<file path="config.mk">
export PLATFORM = sky130hd
export DESIGN_NAME = spi_slave
export DESIGN_NICKNAME = d
export VERILOG_FILES = /design/src/rtl/spi_slave.sv
export SDC_FILE = /design/constraint.sdc
export NUM_CORES = 1
export LEC_CHECK = 0
export BUFFER_PORTS_ARGS = -buffer_cell sky130_fd_sc_hd__buf_2
export CAP_MARGIN = 15
export CORE_MARGIN = 10
export CORE_UTILIZATION = 50
export DETAILED_ROUTE_END_ITERATION = 7
export PLACE_DENSITY_LB_ADDON = 0.1
export SYNTH_ARGS = -nofsm -noshare
export SYNTH_HDL_FRONTEND = slang
export SYNTH_SLANG_ARGS = --single-unit
export TNS_END_PERCENT = 30
</file>
<file path="constraint.sdc">
create_clock -name clk -period 1.8 [get_ports clk]
set_clock_uncertainty 0.05 [all_clocks]
set_input_delay 0.36 -clock clk [delete_from_list [all_inputs] [get_ports clk]]
set_output_delay 0.36 -clock clk [all_outputs]
set_load 0.02 [all_outputs]
</file>
<file path="src/rtl/spi_slave.sv">
// SPI mode-0 slave with synchronized SPI inputs, a one-deep tx buffer and an rx holding register.
// Define SPI_SLAVE_OVERRUN_DET_EN to enable the sticky rx_overrun flag (tied to 0 otherwise).
module spi_slave #(
  parameter int                DATA_W  = 8,
  parameter logic [DATA_W-1:0] IDLE_TX = DATA_W'(8'h00)
) (
  input  logic              clk,
  input  logic              rst,
  input  logic              sclk,
  input  logic              ss_n,
  input  logic              mosi,
  output logic              miso,
  input  logic [DATA_W-1:0] tx_data,
  input  logic              tx_load,
  output logic              tx_ready,
  output logic [DATA_W-1:0] rx_data,
  output logic              rx_valid,
  input  logic              rx_ack,
  output logic              rx_overrun,
  output logic              dbg_state
);

  // Handshakes: tx_ready=1 means the tx buffer is empty; tx_load always writes
  // (overwriting a pending byte). rx_valid stays high until a cycle with rx_ack=1;
  // rx_ack while rx_valid=0 has no effect.

  localparam int                CNT_W    = (DATA_W > 1) ? $clog2(DATA_W) : 1;
  localparam logic [CNT_W-1:0]  LAST_BIT = CNT_W'(DATA_W - 1);

  typedef enum logic {
    ST_IDLE  = 1'b0,
    ST_SHIFT = 1'b1
  } state_t;

  logic              sclk_s1_q, sclk_s1_d;
  logic              sclk_sync_q, sclk_sync_d;
  logic              sclk_dly_q, sclk_dly_d;
  logic              ss_s1_q, ss_s1_d;
  logic              ss_sync_q, ss_sync_d;
  logic              ss_dly_q, ss_dly_d;
  logic              mosi_s1_q, mosi_s1_d;
  logic              mosi_sync_q, mosi_sync_d;
  logic [1:0]        settle_q, settle_d;
  logic              ss_armed_q, ss_armed_d;
  state_t            state_q, state_d;
  logic [CNT_W-1:0]  bit_cnt_q, bit_cnt_d;
  logic [DATA_W-1:0] rx_shift_q, rx_shift_d;
  logic [DATA_W-1:0] tx_shift_q, tx_shift_d;
  logic              wrap_q, wrap_d;
  logic [DATA_W-1:0] tx_buf_q, tx_buf_d;
  logic              tx_pend_q, tx_pend_d;
  logic [DATA_W-1:0] rx_data_q, rx_data_d;
  logic              rx_valid_q, rx_valid_d;
  logic              rx_overrun_q, rx_overrun_d;
  logic              miso_q, miso_d;

  logic              sclk_rise, sclk_fall, ss_fall, ss_rise;
  logic              frame_done, tx_take;
  logic [DATA_W-1:0] rx_frame;

  assign sclk_rise = sclk_sync_q & ~sclk_dly_q;
  assign sclk_fall = ~sclk_sync_q & sclk_dly_q;
  assign ss_fall   = ~ss_sync_q & ss_dly_q;
  assign ss_rise   = ss_sync_q & ~ss_dly_q;
  assign rx_frame  = {rx_shift_q[DATA_W-2:0], mosi_sync_q};

  always_comb begin
    sclk_s1_d    = sclk;
    sclk_sync_d  = sclk_s1_q;
    sclk_dly_d   = sclk_sync_q;
    ss_s1_d      = ss_n;
    ss_sync_d    = ss_s1_q;
    ss_dly_d     = ss_sync_q;
    mosi_s1_d    = mosi;
    mosi_sync_d  = mosi_s1_q;
    settle_d     = {settle_q[0], 1'b1};
    ss_armed_d   = ss_armed_q;
    state_d      = state_q;
    bit_cnt_d    = bit_cnt_q;
    rx_shift_d   = rx_shift_q;
    tx_shift_d   = tx_shift_q;
    wrap_d       = wrap_q;
    tx_buf_d     = tx_buf_q;
    tx_pend_d    = tx_pend_q;
    rx_data_d    = rx_data_q;
    rx_valid_d   = rx_valid_q;
    rx_overrun_d = rx_overrun_q;
    frame_done   = 1'b0;
    tx_take      = 1'b0;

    // After reset the synchronizer holds ss_n=1 while the pin may be low; a frame
    // may only start once a real high level on ss_n has been observed.
    if (settle_q[1] && ss_sync_q) begin
      ss_armed_d = 1'b1;
    end

    case (state_q)
      ST_IDLE: begin
        if (ss_fall && ss_armed_q) begin
          state_d   = ST_SHIFT;
          bit_cnt_d = '0;
          wrap_d    = 1'b0;
          tx_take   = 1'b1;
        end
      end
      ST_SHIFT: begin
        if (ss_rise) begin
          state_d   = ST_IDLE;
          bit_cnt_d = '0;
          wrap_d    = 1'b0;
        end else if (sclk_rise) begin
          rx_shift_d = rx_frame;
          if (bit_cnt_q == LAST_BIT) begin
            bit_cnt_d  = '0;
            wrap_d     = 1'b1;
            frame_done = 1'b1;
            tx_take    = 1'b1;
          end else begin
            bit_cnt_d = bit_cnt_q + CNT_W'(1);
          end
        end else if (sclk_fall) begin
          // The fall right after a wrap must keep the freshly reloaded MSB on miso.
          if (wrap_q) begin
            wrap_d = 1'b0;
          end else begin
            tx_shift_d = tx_shift_q << 1;
          end
        end
      end
      default: state_d = ST_IDLE;
    endcase

    if (tx_take) begin
      tx_shift_d = tx_pend_q ? tx_buf_q : IDLE_TX;
      tx_pend_d  = 1'b0;
    end
    if (tx_load) begin
      tx_buf_d  = tx_data;
      tx_pend_d = 1'b1;
    end

    if (rx_ack) begin
      rx_valid_d = 1'b0;
    end
    if (frame_done) begin
      rx_data_d  = rx_frame;
      rx_valid_d = 1'b1;
    end

`ifdef SPI_SLAVE_OVERRUN_DET_EN
    if (frame_done && rx_valid_q && !rx_ack) begin
      rx_overrun_d = 1'b1;
    end
`else
    rx_overrun_d = 1'b0;
`endif

    miso_d = (state_d == ST_SHIFT) ? tx_shift_d[DATA_W-1] : 1'b0;
  end

  always_ff @(posedge clk) begin
    if (rst) begin
      sclk_s1_q    <= 1'b0;
      sclk_sync_q  <= 1'b0;
      sclk_dly_q   <= 1'b0;
      ss_s1_q      <= 1'b1;
      ss_sync_q    <= 1'b1;
      ss_dly_q     <= 1'b1;
      mosi_s1_q    <= 1'b0;
      mosi_sync_q  <= 1'b0;
      settle_q     <= '0;
      ss_armed_q   <= 1'b0;
      state_q      <= ST_IDLE;
      bit_cnt_q    <= '0;
      rx_shift_q   <= '0;
      tx_shift_q   <= '0;
      wrap_q       <= 1'b0;
      tx_buf_q     <= '0;
      tx_pend_q    <= 1'b0;
      rx_data_q    <= '0;
      rx_valid_q   <= 1'b0;
      rx_overrun_q <= 1'b0;
      miso_q       <= 1'b0;
    end else begin
      sclk_s1_q    <= sclk_s1_d;
      sclk_sync_q  <= sclk_sync_d;
      sclk_dly_q   <= sclk_dly_d;
      ss_s1_q      <= ss_s1_d;
      ss_sync_q    <= ss_sync_d;
      ss_dly_q     <= ss_dly_d;
      mosi_s1_q    <= mosi_s1_d;
      mosi_sync_q  <= mosi_sync_d;
      settle_q     <= settle_d;
      ss_armed_q   <= ss_armed_d;
      state_q      <= state_d;
      bit_cnt_q    <= bit_cnt_d;
      rx_shift_q   <= rx_shift_d;
      tx_shift_q   <= tx_shift_d;
      wrap_q       <= wrap_d;
      tx_buf_q     <= tx_buf_d;
      tx_pend_q    <= tx_pend_d;
      rx_data_q    <= rx_data_d;
      rx_valid_q   <= rx_valid_d;
      rx_overrun_q <= rx_overrun_d;
      miso_q       <= miso_d;
    end
  end

  assign miso       = miso_q;
  assign tx_ready   = ~tx_pend_q;
  assign rx_data    = rx_data_q;
  assign rx_valid   = rx_valid_q;
  assign rx_overrun = rx_overrun_q;
  assign dbg_state  = state_q;

endmodule

</file>
-- Yosys cells after proc, flatten, opt, wreduce, memory -nomap -nowiden
Cells that the tools add are included.
- $add $sub $neg: 1
- multipliers: 0
- divide/modulo/power cells: 0
- magnitude comparators: 0
- eq/ne operators: 8
- shift operators: 0
- muxes and demuxes: 31
- bitwise operators: 12
- reductions and logical operators: 11
- operator list (kind ; count):
    $mux W8 ; 7
    $mux W1 ; 16
    $mux W3 ; 4
    $not A1 Y1 ; 8
    $reduce_bool A2 Y1 ; 4
    $ne A2 B1 Y1 const B ; 3
    $pmux W1 S2 ; 3
    $pmux W3 S2 ; 1
    $reduce_and A3 Y1 ; 2
    $reduce_and A5 Y1 ; 1
    $and A1 B1 Y1 ; 4
    $ne A4 B1 Y1 const B ; 1
    $ne A4 B2 Y1 const B ; 1
    $add A3 B1 Y3 const B ; 1
    $eq A3 B3 Y1 const B ; 1
    $ne A3 B1 Y1 const B ; 1
    $logic_and A1 B1 Y1 ; 2
    $ne A2 B2 Y1 const B ; 1
    $reduce_and A2 Y1 ; 1
    $reduce_or A2 Y1 ; 1
- bits in registers: 50
- bits in latches: 0
- bits in writable memories: 0
- ROM bits: 0
- memories: 0

-- Longest topological paths before layout
- word-level depth: 7
- gate-level depth with buffers: 6
- depth with buffers taken out: 5

-- Worst setup path before layout
No wires, ideal clock.
- kind: reg2reg
- from: register ss_sync_q, in the netlist ss_dly_d
- to: register tx_shift_q[3]
- arrival time: 1548 ps
- data required time: 1630 ps
- setup slack: 82 ps
- cell stages (with the launch flop): 6
- buffers on the path: 1
- cell sequence: dfxtp_1 -> nor2b_4 -> or4b_4 -> buf_6 -> and4_4 -> a211o_1
- cells in the longest elaborated chain, start to end: 7
- elaborated cells between the ends (all ways): 14
- those cells by class: 3 x eq/ne; 4 x mux; 3 x bitwise; 4 x reduce/logical
- ends and longest elaborated chain (what ; RTL line ; text):
    from (decl) ; 39 ; logic ss_sync_q, ss_sync_d;
    from (signal assigned) ; 189 ; ss_sync_q <= ss_sync_d;
    $not A1 Y1 ; 63 ; assign ss_fall = ~ss_sync_q & ss_dly_q;
    $and A1 B1 Y1 ; 63 ;
    $logic_and A1 B1 Y1 ; 99 ; if (ss_fall && ss_armed_q) begin
    $mux W1 ; 99 ;
    $pmux W1 S2 ; 97 ; case (state_q)
    $ne A2 B1 Y1 (no source line) or $reduce_bool A2 Y1 (tied branches) ; - ;
    $reduce_and A5 Y1 (no source line) ; - ;
    to (signal assigned) ; 198 ; tx_shift_q <= tx_shift_d;
    to (decl) ; 48 ; logic [DATA_W-1:0] tx_shift_q, tx_shift_d;
Several ways; a longest one is shown, not always the timed one.
A chain may end at the register's enable or synchronous reset.

-- Worst setup path after layout
- from: register ss_sync_q, in the netlist ss_dly_d
- to: register miso_q, in the netlist miso
- cells in the longest elaborated chain, start to end: 7
- elaborated cells between the ends (all ways): 14
- those cells by class: 8 x mux; 4 x bitwise; 2 x reduce/logical
- ends and longest elaborated chain (what ; RTL line ; text):
    $not A1 Y1 ; 63 ;
    $and A1 B1 Y1 ; 63 ;
    $logic_and A1 B1 Y1 ; 99 ;
    $mux W1 ; 99 ;
    $pmux W1 S2 ; 97 ;
    $not A1 Y1 (no source line) ; - ;
    $reduce_or A2 Y1 (no source line) ; - ;
    to (signal assigned) ; 205 ; miso_q <= miso_d;
    to (decl) ; 55 ; logic miso_q, miso_d;
Several ways; a longest one is shown, not always the timed one. The select of a mux whose other input is x is not followed.

==> key figures <==
Placement
  • Port-buffer cells: 26
  • Post-DP HPWL: 2820 um
  • Placed cell area: 2130 um^2
  • Placed instance count: 276
  • GP Congestion: 0.787

Final layout
  • Ant. Diodes: 0
  • Register Area: 1000 um^2
  • Final Instance Area: about 2300 um^2
  • Share of layout cells above drive strength 1: a little over a quarter
  • P&R area growth vs syn: 19.7%
  • Finished Layout Cells: about 290
  • Fillers: 331
  • Final nets: around 250
  • Area of the multi-input gates: 840 um^2

Clock network
  • TritonCTS clock tree: done
  • Sink Count: 50
  • # hold bufs at CTS: 0
  • Total number of H-tree levels: 2
  • Clk root buf: clkbuf_8
  • Cts bufs inserted: 5
  • Reg clk slew, reported paths: 80 ps
  • Clk Latency, worst-skew pair: 290 ps
  • Clock buffer depth: 2

Yosys
  • Most numerous cell in the Yosys netlist: dfxtp_1
  • Post-Syn Instances: 201
  • Post-synth top area share: 52.7%
  • Largest cells by area after synthesis: dfxtp_1 53%, a21oi_1 5.5%, nand2_1 5.1%
  • Syn Std Cell Area: 1900 um^2
  • Asr flop ratio synth: 0%
  • Largest area contributor in the netlist: dfxtp_1
  • Syn Area/Cell: 9.45 um^2
  • Syn. warnings: 0
  • Yosys reg bits: 50
  • Synthesized Nets: 218
  • Sequential share of the synthesized area: between 50% and 60%
  • Synth cell count leaders: 50 x dfxtp_1, 26 x nand2_1, 21 x a21oi_1
  • Netlist cell types: 39
  • Synth Flop Type: dfxtp_1
  • Number of synthesized flops with an enable pin: 0

Timing
  • Peak Freq: 562 MHz
  • Setup-failing EPs final: 0
  • Final Max Tran Viols: 0
  • Final hold vios: 0
  • Final period util: a little over nine tenths
  • Unrepaired setup endpoints after global routing: true
  • Post-route minimum period: 1780 ps

Power and ir drop
  • Max IR drop VDD: 0.560 mV
  • Lkg Pwr: 0.000968 uW
  • PnR Total Power: 2010 uW
  • Cell Pwr Density: between 800 and 900 nW/um^2

GRT
  • Total GRT Usage: 12.1%
  • Initial antenna violation count: 0
  • Largest net degree at the start of global routing: 21
  • First-pass GRT wire length: roughly 6400 um
  • Global route overflow: 0
  • Vias in the first global route: 1479

Routing
  • ANT nets after route: 0
  • Pre-Repair DR Iteration Count: 4
  • WL final: approximately 3800 um
  • Via-per-instance ratio: around 5.2
  • Met3 WL: 186 um
  • Drt initial violations: 61
  • DR vias: 1496
  • Residual DRC: 0
  • Metal2 WL: 1930 um
  • Avg WL per Cell: 13.3 um
  • WL met1: 1630 um
  • Top layer in use: met4

Critical path
  • CP Launch Type: flop
  • Required @ worst endpoint: between 1500 and 2000 ps
  • CP Max Fanout: 8
  • Reg2reg start: ss_dly_d$_SDFF_PP1_
  • CP Launch Point: ss_dly_d$_SDFF_PP1_
  • CP endpoint kind: flop
  • Arrival time worst endpoint: between 1500 and 2000 ps
  • WS Path Type: reg -> reg

Die
  • Die H: 81.6 um
  • Die area: 6660 um^2
  • Cell Rows: 22
  • Num ports: 28
  • Starting density of the core: between 50% and 60%
  • Die W: 81.6 um
  • Core area: between 3000 and 4000 um^2

Job
  • Max_cap viols: 0

Outcome
  • Status: finished clean

Hold path
  • Min-delay src: ss_n
  • Hold crit path type: in -> reg
-- state kept, by name (all words and copies together), names as in the netlist --
register,count
sclk_dly_d,1
ss_dly_d,1
tx_pend_q,1
ss_s1_q,1
rx_data,8
ss_armed_q,1
dbg_state,1
sclk_dly_q,1
tx_shift_q,8
rx_valid,1
ss_dly_q,1
mosi_sync_q,1
bit_cnt_q,3
sclk_s1_q,1
tx_buf_q,8
mosi_s1_q,1
settle_q,2
miso,1
rx_shift_q,7
wrap_q,1
-- area by class of cell --
cell class	count	share of cell area, %
Clock inverter	3	1.76
Inverter	3	0.495
Tap cell	48	2.64
Sequential cell	50	44.1
Timing Repair Buffer	42	11.0
Multi-Input combinational cell	135	36.9
Clock buffer	5	3.03
-- power by group --
group          switching, uW  total (uW)  internal, uW
Sequential              14.4        1140          1130
Combinational           55.8         104          48.4
Clock                    348         757           409
Total                    418        2010          1590
-- cells by family (layout without fill, tap and decap cells) --
group	after synthesis	after routing	synth area share (%)
AO/OA/AOI/OAI	38	38	12.8
adder cells (fa/ha/maj)	2	2	1.32
buffers and inverters	16	53	3.89
flip-flops	50	50	52.7
multiplexers	9	9	4.74
other	1	1	0.197
AND/OR/NAND/NOR	85	85	24.3
-- repair_timing --
item / in CTS / in global routing
setup endpoints to repair: 0 / 13
resized for setup: 0 / 5
setup buffers: 0 / 2
-- stage by stage --
stage,setup TNS (ps),setup WS [ps],utilization (%),hold slack [ps]
floorplan,0,82.3,-,339
global placement,0,75.3,58.2,347
detailed placement,0,49.3,58.2,343
CTS,0,27.9,61.2,186
global route,-111,-44.5,62.1,192
finish,0,20.5,62.1,193
-- worst paths after layout --
kind	to	slack, ps	cells past startpoint
worst min register to register	ss_dly_d$_SDFF_PP1_	360	1
worst min-delay path	ss_s1_q$_SDFF_PP1_	190	2
worst max register to register	miso$_SDFF_PP0_	20	5
worst max-delay path	miso$_SDFF_PP0_	20	5
-- critical path, cell delays in order, from the launching register on --
cell and delay, ps:
dfxtp_2 340, nor2b_4 130, or4b_4 590, buf_4 180, mux2i_1 250, a211oi_2 120
-- layer usage --
metal / vias up / track usage (%)
li1: 762 / -
met1: 698 / 12.8
met2: 27 / 21.6
met3: 9 / 3.38
met4: 0 / 5.61
met5: - / 0
-- layout by cell type (no fill, tap or decap), types with 2 or more instances in the layout --
master    synthesis  final
a21oi_1          21     21
dfxtp_2           0      2
clkbuf_8          0      5
nand2_1          26     26
dfxtp_1          50     48
a211o_1           3      3
mux2i_1           9      9
nor2_1           14     14
a221o_1           3      3
buf_4             1     16
or2_2             3      3
nand3_1          10     10
nand2b_1          3      3
nor3b_1           4      4
buf_2             2     26
o21ai_0           2      2
inv_1             3      3
ha_1              2      2
clkinv_2          0      2
and4_4            2      2
a211oi_2          0      2
nor2b_1          12     12
a32oi_1           3      3
Power figures use the tool's default switching activity.
